**src/rtl/wbx_pkg.sv**
```systemverilog
// Shared widths and index helpers for the wbx single-master pipelined interconnect.
package wbx_pkg;

  localparam int WB_DAT_W = 32;
  localparam int WB_SEL_W = 4;

  // Slave-index field width; at least one bit so a single-slave build still decodes.
  function automatic int idx_w(input int periph_num);
    return (periph_num > 1) ? $clog2(periph_num) : 1;
  endfunction

  // The owner register must also hold the unmapped pseudo-index, hence periph_num + 1 codes.
  function automatic int cur_w(input int periph_num);
    return $clog2(periph_num + 1);
  endfunction

  function automatic int cnt_w(input int max_out);
    return $clog2(max_out + 1);
  endfunction

  // Owner code recorded for accepted requests that decode to no slave.
  function automatic int unmapped_idx(input int periph_num);
    return periph_num;
  endfunction

endpackage

```
**src/rtl/wbx_watchdog.sv**
```systemverilog
// Hung-slave watchdog: counts silent cycles while requests are outstanding and
// raises a one-cycle timeout when the limit is reached.
module wbx_watchdog #(
  parameter int TIMEOUT_CYCLES = 1024
) (
  input  logic clk,
  input  logic rst_n,
  input  logic busy,
  input  logic resp,
  output logic timeout
);

  localparam int WDW = $clog2(TIMEOUT_CYCLES + 1);

  logic [WDW-1:0] wd_cnt;

  // The cycle that completes the silent stretch fires directly, so the pulse
  // lands TIMEOUT_CYCLES cycles after the request was accepted.
  assign timeout = busy & ~resp & (wd_cnt == WDW'(TIMEOUT_CYCLES - 1));

  always_ff @(posedge clk or negedge rst_n) begin
    if (!rst_n) begin
      wd_cnt <= '0;
    end else if (!busy || resp || timeout) begin
      wd_cnt <= '0;
    end else begin
      wd_cnt <= wd_cnt + 1'b1;
    end
  end

endmodule

```
**src/rtl/wbx_1master_n.sv**
```systemverilog
// Single-master Wishbone B4 pipelined interconnect to PERIPH_NUM slaves.
// Define WBX_TIMEOUT_EN to add the hung-slave watchdog (wbx_watchdog).
module wbx_1master_n
  import wbx_pkg::*;
#(
  parameter int PERIPH_NUM     = 4,
  parameter int MADR_W         = 16,
  parameter int SADR_W         = 4,
  parameter int SEL_LSB        = 12,
  parameter int MAX_OUT        = 4,
  parameter int TIMEOUT_CYCLES = 1024
) (
  input  logic                           wb_clk_i,
  input  logic                           wb_rst_ni,
  input  logic                           wbm_cyc_o,
  input  logic                           wbm_stb_o,
  input  logic                           wbm_we_o,
  input  logic [MADR_W-1:0]              wbm_adr_o,
  input  logic [WB_SEL_W-1:0]            wbm_sel_o,
  input  logic [WB_DAT_W-1:0]            wbm_dat_o,
  output logic [WB_DAT_W-1:0]            wbm_dat_i,
  output logic                           wbm_stall_i,
  output logic                           wbm_ack_i,
  output logic                           wbm_err_i,
  output logic [PERIPH_NUM-1:0]          wbs_cyc_i,
  output logic                           wbs_stb_i,
  output logic                           wbs_we_i,
  output logic [SADR_W-1:0]              wbs_adr_i,
  output logic [WB_SEL_W-1:0]            wbs_sel_i,
  output logic [WB_DAT_W-1:0]            wbs_dat_i,
  input  logic [WB_DAT_W*PERIPH_NUM-1:0] wbs_dat_o,
  input  logic [PERIPH_NUM-1:0]          wbs_stall_o,
  input  logic [PERIPH_NUM-1:0]          wbs_ack_o
);

  localparam int IDXW = idx_w(PERIPH_NUM);
  localparam int CURW = cur_w(PERIPH_NUM);
  localparam int CNTW = cnt_w(MAX_OUT);
  localparam logic [CURW-1:0] UNMAPPED = CURW'(unmapped_idx(PERIPH_NUM));

  if (PERIPH_NUM < 1 || PERIPH_NUM > 16 || MAX_OUT < 1 || MAX_OUT > 15 ||
      TIMEOUT_CYCLES < 1 || SEL_LSB + IDXW > MADR_W || SADR_W > MADR_W) begin : g_bad_param
    $error("wbx_1master_n: parameter out of range");
  end

  logic [CNTW-1:0] cnt;
  logic [CURW-1:0] cur;
  logic            err_q;

  logic [IDXW-1:0] tgt;
  logic [CURW-1:0] eff_tgt;
  logic            mapped, busy, full, switch_wait, slave_stall, ack_raw;
  logic            acc, resp, hold;
  logic            unused_adr;

  assign tgt     = wbm_adr_o[SEL_LSB +: IDXW];
  assign mapped  = CURW'(tgt) < UNMAPPED;
  assign eff_tgt = mapped ? CURW'(tgt) : UNMAPPED;
  assign busy    = (cnt != '0);
  assign full    = (cnt == CNTW'(MAX_OUT));
  // Unmapped requests compare by pseudo-index, so a run of them pipelines
  // (one err per cycle) instead of stalling on each other.
  assign switch_wait = busy & (eff_tgt != cur);
  assign unused_adr  = ^wbm_adr_o;

  assign wbs_stb_i = wbm_stb_o & mapped & ~switch_wait & ~full & ~hold;
  assign wbs_we_i  = wbm_we_o;
  assign wbs_adr_i = wbm_adr_o[SADR_W-1:0];
  assign wbs_sel_i = wbm_sel_o;
  assign wbs_dat_i = wbm_dat_o;

  // NOTE: every signal written in an always_comb gets a default first; a path
  // that skips an assignment would otherwise infer a latch.
  always_comb begin
    slave_stall = 1'b0;
    ack_raw     = 1'b0;
    wbm_dat_i   = '0;
    wbs_cyc_i   = '0;
    for (int k = 0; k < PERIPH_NUM; k++) begin
      if (tgt == IDXW'(k)) slave_stall = wbs_stall_o[k];
      if (cur == CURW'(k)) begin
        ack_raw   = wbs_ack_o[k];
        wbm_dat_i = wbs_dat_o[k*WB_DAT_W +: WB_DAT_W];
      end
      wbs_cyc_i[k] = wbm_cyc_o & ~hold &
                     ((busy & (cur == CURW'(k))) | (wbm_stb_o & mapped & (tgt == IDXW'(k))));
    end
  end

  assign wbm_stall_i = (mapped & slave_stall) | full | switch_wait | hold;
  assign acc         = wbm_cyc_o & wbm_stb_o & ~wbm_stall_i;
  assign wbm_ack_i   = busy & ack_raw;
  assign wbm_err_i   = err_q | hold;
  assign resp        = wbm_ack_i | err_q;

`ifdef WBX_TIMEOUT_EN
  // A timeout holds off the bus for its error cycle, then the owner is released.
  wbx_watchdog #(
    .TIMEOUT_CYCLES(TIMEOUT_CYCLES)
  ) u_watchdog (
    .clk    (wb_clk_i),
    .rst_n  (wb_rst_ni),
    .busy   (busy & wbm_cyc_o),
    .resp   (ack_raw | err_q),
    .timeout(hold)
  );
`else
  assign hold = 1'b0;
`endif

  // NOTE: state registers use non-blocking assignments so every flop samples
  // the pre-edge values regardless of statement order.
  always_ff @(posedge wb_clk_i or negedge wb_rst_ni) begin
    if (!wb_rst_ni) begin
      cnt   <= '0;
      cur   <= '0;
      err_q <= 1'b0;
    end else if (!wbm_cyc_o || hold) begin
      cnt   <= '0;
      err_q <= 1'b0;
    end else begin
      cnt   <= cnt + CNTW'(acc) - CNTW'(resp);
      err_q <= acc & ~mapped;
      if (acc) cur <= eff_tgt;
    end
  end

endmodule

```
**config.mk**
```make
export PLATFORM = sky130hd
export DESIGN_NAME = wbx_1master_n
export DESIGN_NICKNAME = d
export VERILOG_FILES = /design/src/rtl/wbx_pkg.sv /design/src/rtl/wbx_watchdog.sv /design/src/rtl/wbx_1master_n.sv
export SDC_FILE = /design/constraint.sdc
export NUM_CORES = 1
export LEC_CHECK = 0
export BUFFER_PORTS_ARGS = -buffer_cell sky130_fd_sc_hd__buf_2
export CAP_MARGIN = 40
export CORE_AREA = 5 5 103 105
export DETAILED_ROUTE_END_ITERATION = 6
export DIE_AREA = 0 0 108 110
export GPL_TIMING_DRIVEN = 1
export MAX_ROUTING_LAYER = met4
export PLACE_DENSITY = 0.52
export RECOVER_POWER = 50
export SLEW_MARGIN = 40
export SYNTH_ARGS = -nofsm -noshare
export SYNTH_HDL_FRONTEND = slang
export SYNTH_SLANG_ARGS = --single-unit
```
**constraint.sdc**
```tcl
create_clock -name wb_clk_i -period 2.6 [get_ports wb_clk_i]
set_input_delay 0.13 -clock wb_clk_i [delete_from_list [all_inputs] [get_ports wb_clk_i]]
set_output_delay 0.13 -clock wb_clk_i [all_outputs]
set_load 0.05 [all_outputs]
```
======== After elaboration in Yosys (flattened, before gate mapping) ========
Cells that the tools add are included.
operators by class
  reductions and logical operators ........ 4
  eq/ne operators ......................... 8
  multiplexer cells ....................... 13
  add/subtract/negate cells ............... 2
  bitwise gates (word level) .............. 27
operators by type and width
  operator                                              count
  2-to-1 mux 32 bit                                     4
  AND 1 bit                                             18
  equality test 2 bit (second input constant)           4
  2-to-1 mux 1 bit                                      8
  OR 1 bit                                              6
  equality test 2 x 1 -> 1 bit (second input constant)  2
  adder 3 x 1 -> 3 bit                                  1
  equality test 3 bit (second input constant)           1
  logical NOT 3 bit                                     1
  2-to-1 mux 3 bit                                      1
  NOT 1 bit                                             3
  nonzero test 3 bit                                    1
  subtractor 3 x 1 -> 3 bit                             1
  logical NOT 2 bit                                     1
  inequality test 2 bit                                 1
  AND reduction 2 bit                                   1
word-level totals
  register bits ........................... 5

======== Depth between registers and ports, before layout ========
Gate-level depths: netlist (run 1).
  word-level depth ........................ 12
  depth in mapped cells ................... 11
  gate-level depth less buffers ........... 11

======== Worst setup path before layout (run 1) ========
Ideal clock, no wire load.
  path kind ............................... reg-to-reg
  start ................................... register cur[0]
  end ..................................... register cnt[2]
  stages on the path, launching flop included .. 11
  period minus slack after synthesis ...... 2738 ps
  required time ........................... 2481 ps
  path buffers ............................ 1
  data arrival time ....................... 2619 ps
  setup time .............................. 119 ps
  path slack .............................. -138 ps
  cells stage by stage .................... dfrtp_1 -> buf_2 -> mux4_2 -> and2_1 -> ha_1 -> inv_1 -> ha_1 -> inv_1 -> fa_1 -> xnor2_1 -> and2_1
between the ends
  longest elaborated chain between the ends .. 8
  elaborated cells between the ends (all ways) .. 17
  those cells by class .................... 2 x add/sub; 4 x eq/ne; 5 x mux; 5 x bitwise; 1 x reduce/logical
ends and longest elaborated chain
  item                           line                  RTL
  start: declaration             wbx_1master_n.sv:47   logic [CURW-1:0] cur;
  start signal: assignment       wbx_1master_n.sv:124  if (acc) cur <= eff_tgt;
  logical NOT 3 bit              wbx_1master_n.sv:81   if (cur == CURW'(k)) begin
  2-to-1 mux 1 bit (3 in a row)  wbx_1master_n.sv:81
  2-to-1 mux 1 bit *             wbx_1master_n.sv:81
  AND 1 bit *                    wbx_1master_n.sv:92   assign wbm_ack_i = busy & ack_raw;
  named net wbm_ack_i            wbx_1master_n.sv:23   output logic wbm_ack_i,
  subtractor 3 x 1 -> 3 bit *    wbx_1master_n.sv:122  cnt <= cnt + CNTW'(acc) - CNTW'(resp);
  2-to-1 mux 3 bit *             wbx_1master_n.sv:118  end else if (!wbm_cyc_o || hold) begin
  end signal: assignment         wbx_1master_n.sv:122
  end: declaration               wbx_1master_n.sv:46   logic [CNTW-1:0] cnt;
The timed path passes the listed nets; every way through them passes the cells marked *.
A chain may end at the register's enable or synchronous reset.

======== Worst setup path after layout (run 1) ========
  start ................................... register cnt[1]
  end ..................................... register cnt[2]
between the ends
  longest elaborated chain between the ends .. 8
  elaborated cells between the ends (all ways) .. 11
  those cells by class .................... 2 x add/sub; 1 x eq/ne; 1 x mux; 6 x bitwise; 1 x reduce/logical
ends and longest elaborated chain
  item                                                              line                                      RTL
  equality test 3 bit / nonzero test 3 bit (equally long branches)  wbx_1master_n.sv:60, wbx_1master_n.sv:59
  OR 1 bit / AND 1 bit (equally long branches)                      wbx_1master_n.sv:90, wbx_1master_n.sv:63
  OR 1 bit                                                          wbx_1master_n.sv:90                       assign wbm_stall_i = (mapped & slave_stall) | full | switch_wait | hold;
  NOT 1 bit                                                         wbx_1master_n.sv:91                       assign acc = wbm_cyc_o & wbm_stb_o & ~wbm_stall_i;
  AND 1 bit                                                         wbx_1master_n.sv:91
  adder 3 x 1 -> 3 bit                                              wbx_1master_n.sv:122
  subtractor 3 x 1 -> 3 bit *                                       wbx_1master_n.sv:122
  2-to-1 mux 3 bit *                                                wbx_1master_n.sv:118
Every way passes the cells marked *; elsewhere a longest branch is shown, timed or not.

==> impl_metrics.csv, run 1 <==
group,metric,value,unit
grt,grt_pass1_wl,9411,µm
clock_network,clk_latency,0.22,ns
synthesis,syn_area,1540,µm²
routing,wl_per_cell,17.37,µm
synthesis,synth_edf_count,0,
synthesis,muxShareOfSynthArea,0.5223,
critical_path,reg2reg_depth,10,
routing,vias,1626,
timing,tns,0,ns
timing,max_slew_margin,0.5755,
clock_network,cts_tree,"done",
timing,rsz0062_at_grt,"false",
synthesis,async_flop_share,1.000,
critical_path,cp_max_fo,5,
clock_network,cts_buffers,3,
synthesis,synthXorXnorAreaFrac,0.02275,
synthesis,avgSynthCellArea,12.22,µm²
critical_path,critPathRequiredTime,2.71,ns
layout,stdcell_area,2318,µm²
die,dieHeight,110,µm
routing,wl,6896,µm
grt,antenna_found_initial,1,
synthesis,ys_types,28,
critical_path,worstSetupPathType,"reg -> reg",
critical_path,max_stage_delay,0.44,ns
grt,grt_pass1_vias,1745,
hold_path,min_to,"cnt[0]",
placed_design,place_ws,0.1919,ns
timing,timing.fmax,415.6,MHz
die,core,9549,µm²
critical_path,critPathTopFamily,"adder cells",
synthesis,synth_top_area_share,0.4825,
die,ios,274,
layout,drive_gt1_frac,0.8631,
timing,maxSlewViolCount,0,
synthesis,synthesis.nets,322,
timing,setup_viol,0,
clock_network,clock-sinks,5,
timing,hold_viol_final,0,
layout,syn_to_final_growth,50.53,%
synthesis,synth_commonest_cells,"45 x buf_4, 33 x mux4_2, 5 x dfrtp_1",
hold_path,min_from,"wbm_cyc_o",
die,dieWidth,108,µm
clock_network,clkTransAtPathRegs,0.04,ns
critical_path,r2r-end,"cnt[2]",
synthesis,yosysMostFrequentCell,"buf_4",
hold_path,holdCritPathClass,"in -> reg",
layout,fin_nets,460,
die,dieArea,11880,µm²
synthesis,yosys_most_used_dff,"dfrtp_1",
layout,final_cells,397,
routing,final_antenna_net_count,0,
synthesis,synthAdderAreaFrac,0.02924,
critical_path,crit_arrival,2.51,ns
synthesis,synth_area_leaders,"mux4_2 48%, buf_4 22%, dfrtp_1 8.1%, mux2_4 1.9%, xnor2_1 1.7%",
timing,worst_slew_pin_slew,0.6368,ns
routing,drc,0,
timing,fin_crit_sh,0.9255,
critical_path,cp-end-kind,"flip-flop",
timing,setup_ws,0.1938,ns
layout,fill_cells,1069,
grt,overflow,0,
critical_path,slowest_stage,"or3_1",
routing,drt_pass1_iterations,4,
placed_design,port_buffers,180,
placed_design,dp_cells,391,
synthesis,synth_top_family_by_area,"multiplexers",
run_status,outcome,"finished, final reports clean",
synthesis,ys.warnings.count,0,
hold_path,min_path_cells,2,
placed_design,place_congestion,0.8674,
power_and_ir_drop,leakage,1.159,nW
synthesis,synthCells,126,
placed_design,hpwl,6411,µm
die,initial_utilization,0.1613,
power_and_ir_drop,powerDensity,1261,nW/µm²
synthesis,synth_compound_area_frac,0.03899,
layout,final_util,0.2428,
clock_network,cts_htree_levels,1,
synthesis,ys_seq_area_frac,0.08123,
die,rows,36,
critical_path,cp_num_buf_inv,2,
clock_network,ctsResizeCount,0,
routing,via_per_inst,4.096,
power_and_ir_drop,ir_worst_vdd,0.5837,mV
synthesis,synth-seq-cells,5,
critical_path,path_cells,"or3_1, o21ai_1, nand2_1, ha_1, inv_1, ha_1, inv_1, fa_1, xnor2_1, and2_1",
clock_network,cts_root_buffer,"clkbuf_8",
placed_design,placed_area,2262,µm²
critical_path,rr_startpoint,"cnt[1]",
grt,grt_max_degree,36,
routing,drt-initial-drc-count,21,
grt,grt_usage,0.1065,
critical_path,reg2reg_slack,0.19,ns
synthesis,synthSimpleGateAreaFrac,0.05199,
clock_network,clk_path_buf_depth,2,
critical_path,startpoint_type,"flip-flop",
timing,period_needed,2.406,ns
flow_run,maxCapViolCount,0,
synthesis,yosys.area.top_type,"mux4_2",
timing,clock_skew,0.003649,ns
state kept, by name, summed over array words and instances, names as in the netlist:
signal / flops
cnt: 3
cur: 2
repair_timing:
item / CTS / global route
endpoints found under the hold margin: 5 / 0
hold buffers: 1 / 0
buffers inserted: 0 / 0
cells by family after synthesis:
kind of cell,count (synthesis)
mux,38
compound gates,7
buf+inv,55
simple gates,13
other cells,1
flops,5
fa+ha+maj,3
xor+xnor,4
per-layer routing:
metal / routed length [µm] / GRT usage / up-vias
met2: 3364 / 0.1741 / 124
met5: 0 / - / -
met1: 2582 / 0.1198 / 761
li1: - / - / 721
met4: 197 / 0.03517 / 0
met3: 752 / 0.04252 / 20
through the flow:
stage / total power, mW / hold slack (ns)
5_1_grt: 3.095 / 0.2225
4_1_cts: 2.969 / 0.2173
6_report: 2.923 / 0.2180
2_1_floorplan: 2.472 / -0.1656
3_5_place_dp: 2.815 / -0.04466
3_3_place_gp: 2.798 / -0.04958
final cells by class:
class	instances	area, µm²	share of cell area
diodes	1	2.502	0.001079
clock buffers	4	45.04	0.01943
inverters	4	15.01	0.006476
multi-input cells	66	1030	0.4441
flip-flops and latches	5	127.6	0.05505
well taps	133	166.4	0.07178
repair buffers	184	932.1	0.4021
cell usage in the layout, fill, tap and decap left out, types with 3 or more instances in the layout:
master / synthesis / routed
buf_2: 3 / 179
and2_1: 4 / 3
mux4_2: 33 / 33
nand2_1: 3 / 3
inv_1: 3 / 3
buf_4: 45 / 3
dfrtp_1: 5 / 3
clkbuf_8: 0 / 3
xnor2_1: 3 / 3
power by group:
part           switching [mW]  internal, mW
combinational            1.74         0.888
sequential             0.0361         0.116
clock                  0.0386         0.105
how the worst max path moves through the flow:
stage / from / to / cells past startpoint
after detailed placement: cur[0] / cnt[2] / 9
after global placement: cur[0] / cnt[2] / 9
after CTS: cur[0] / cnt[2] / 9
after global routing: cnt[1] / cnt[2] / 10
after floorplan: cur[0] / cnt[2] / 10
final: cnt[1] / cnt[2] / 10
Power figures use the tool's default switching activity.
==> run 2, diff against run 1 <==
Settings changed: CORE_AREA 5 5 103 105 to 2 2 106 108, PLACE_DENSITY 0.52 to default.
==> impl_metrics.csv, run 2 (synthesized netlist as in run 1, its figures left out) <==
group,metric,value,unit
run_status,outcome,"finished, final reports clean",
power_and_ir_drop,powerDensity,1253,nW/µm²
layout,largest_register_ff_count,3,
clock_network,cts_tree,"done",
critical_path,setup.worst_path.start,"cur[0]",
layout,top_register,"cnt",
routing,final_antenna_net_count,0,
critical_path,max_stage_delay,0.51,ns
routing,via_per_inst,4.057,
grt,grt_pass1_vias,1699,
power_and_ir_drop,power.internal,1.123,mW
critical_path,crit_arrival,2.54,ns
critical_path,startpoint_type,"flip-flop",
critical_path,cp_max_fo,3,
die,ios,274,
clock_network,cts_htree_levels,1,
critical_path,critPathRequiredTime,2.71,ns
grt,met1_usage,0.1223,
timing,max_slew_margin,0.5733,
timing,setup_ws,0.1643,ns
critical_path,reg2reg_slack,0.16,ns
timing,fin_crit_sh,0.9368,
layout,syn_to_final_growth,51.83,%
clock_network,cts_root_buffer,"clkbuf_8",
timing,hold_ws,0.2132,ns
clock_network,clkTransAtPathRegs,0.03,ns
routing,wl_per_cell,16.61,µm
power_and_ir_drop,p_comb_frac,0.900,
timing,clock_skew,0.0005301,ns
power_and_ir_drop,power.share.clock,0.048,
power_and_ir_drop,seq_power_share,0.052,
critical_path,reg2reg_depth,9,
layout,fin_nets,461,
timing,tns,0,ns
die,initial_utilization,0.1440,
routing,drc,0,
critical_path,worstSetupEndpoint,"cnt[2]",
critical_path,r2r-end,"cnt[2]",
die,core,10700,µm²
placed_design,place_congestion,0.8371,
power_and_ir_drop,p_switching,1.808,mW
die,dieHeight,110,µm
timing,worst_slew_pin_slew,0.6401,ns
layout,layout_commonest_cell,"buf_2",
placed_design,place_ws,0.1416,ns
critical_path,cp_num_buf_inv,2,
die,rows,38,
clock_network,cts_buffers,3,
routing,drt-initial-drc-count,88,
clock_network,clock-sinks,5,
routing,wl,6729,µm
critical_path,worstSetupPathType,"reg -> reg",
timing,hold_viol_final,0,
critical_path,rr_startpoint,"cur[0]",
flow_run,maxCapViolCount,0,
timing,maxSlewViolCount,0,
timing,rsz0062_at_grt,"false",
placed_design,hpwl,6193,µm
layout,drive_gt1_frac,0.8674,
die,dieArea,11880,µm²
clock_network,clk_path_buf_depth,2,
grt,grt_pass1_wl,9004,µm
critical_path,path_cells,"mux4_2, and2_2, ha_1, inv_1, ha_1, inv_1, fa_1, xnor2_1, and2_1",
power_and_ir_drop,leakage,1.165,nW
timing,period_needed,2.436,ns
layout,reg_top3,"cnt (3), cur (2)",
routing,drt_pass1_iterations,4,
grt,grt_max_degree,36,
power_and_ir_drop,power,2.930,mW
routing,vias,1643,
layout,final_util,0.2186,
timing,timing.fmax,410.6,MHz
power_and_ir_drop,swShare,0.6169,
die,dieWidth,108,µm
critical_path,cp.depth,9,
clock_network,clk_latency,0.22,ns
grt,met3_usage,0.02763,
power_and_ir_drop,ir_worst_vdd,0.5967,mV
placed_design,port_buffers,180,
critical_path,slowest_stage,"mux4_2",
grt,grt-busiest-layer,"met2",
grt,overflow,0,
layout,final_cell_mix,"179 x buf_2, 33 x mux4_2, 4 x buf_4",
grt,antenna_found_initial,1,
hold_path,holdCritPathClass,"in -> reg",
grt,grt_usage,0.1032,
critical_path,critPathTopFamily,"adder cells",
timing,setup_viol,0,
critical_path,cp-end-kind,"flip-flop",
grt,use_met2,0.1815,
-- run 2: worst min-delay path by stage --
stage	start	slack, ns	depth (start not counted)	end
after floorplan	wb_rst_ni	-0.17	0	cnt[0]
after global placement	wb_rst_ni	-0.05	1	cnt[1]
after detailed placement	wb_rst_ni	-0.04	1	cnt[1]
after CTS	wbm_cyc_o	0.21	2	cnt[0]
after global routing	wbm_cyc_o	0.22	2	cnt[1]
final	wbm_cyc_o	0.21	2	cnt[0]
-- run 2: cell type report --
cell class	instances	area, µm²
Timing Repair Buffer	185	939.7
Sequential cell	5	127.6
Tap cell	140	175.2
Fill cell	1178	8359
Clock buffer	4	45.04
Inverter	4	15.01
Antenna cell	1	2.502
Multi-Input combinational cell	66	1033
-- run 2: through the flow --
step | cells | cell area [µm²]
floorplan | 126 | 1544
global route | 405 | 2338
detailed placement | 398 | 2271
CTS | 403 | 2326
finish | 405 | 2338
global placement | 398 | 2271
-- run 2: worst register-to-register path, stage by stage, from the launching register on --
cell     delay (ns)
dfrtp_2        0.37
mux4_2         0.51
and2_2         0.23
ha_1           0.30
inv_1          0.06
ha_1           0.13
inv_1          0.05
fa_1           0.40
xnor2_1        0.13
and2_1         0.15
-- run 2: repair_timing --
item | CTS | global route
gates resized for setup | 0 | 1
buffers inserted | 0 | 1
setup endpoints to repair | 0 | 1
hold buffers | 1 | 0
endpoints found under the hold margin | 5 | 0
-- run 2: routing by layer --
layer	vias up	wire (µm)
met5	-	0
met4	0	25
met3	6	703
met2	119	3483
met1	793	2516
li1	725	-
-- run 2: power groups by stage --
stage	Combinational, mW	Sequential, mW	Clock (mW)
final	2.64	0.152	0.141
after global routing	2.78	0.157	0.152
after CTS	2.65	0.155	0.144
after detailed placement	2.64	0.157	0
after global placement	2.62	0.152	0
after floorplan	2.34	0.131	0
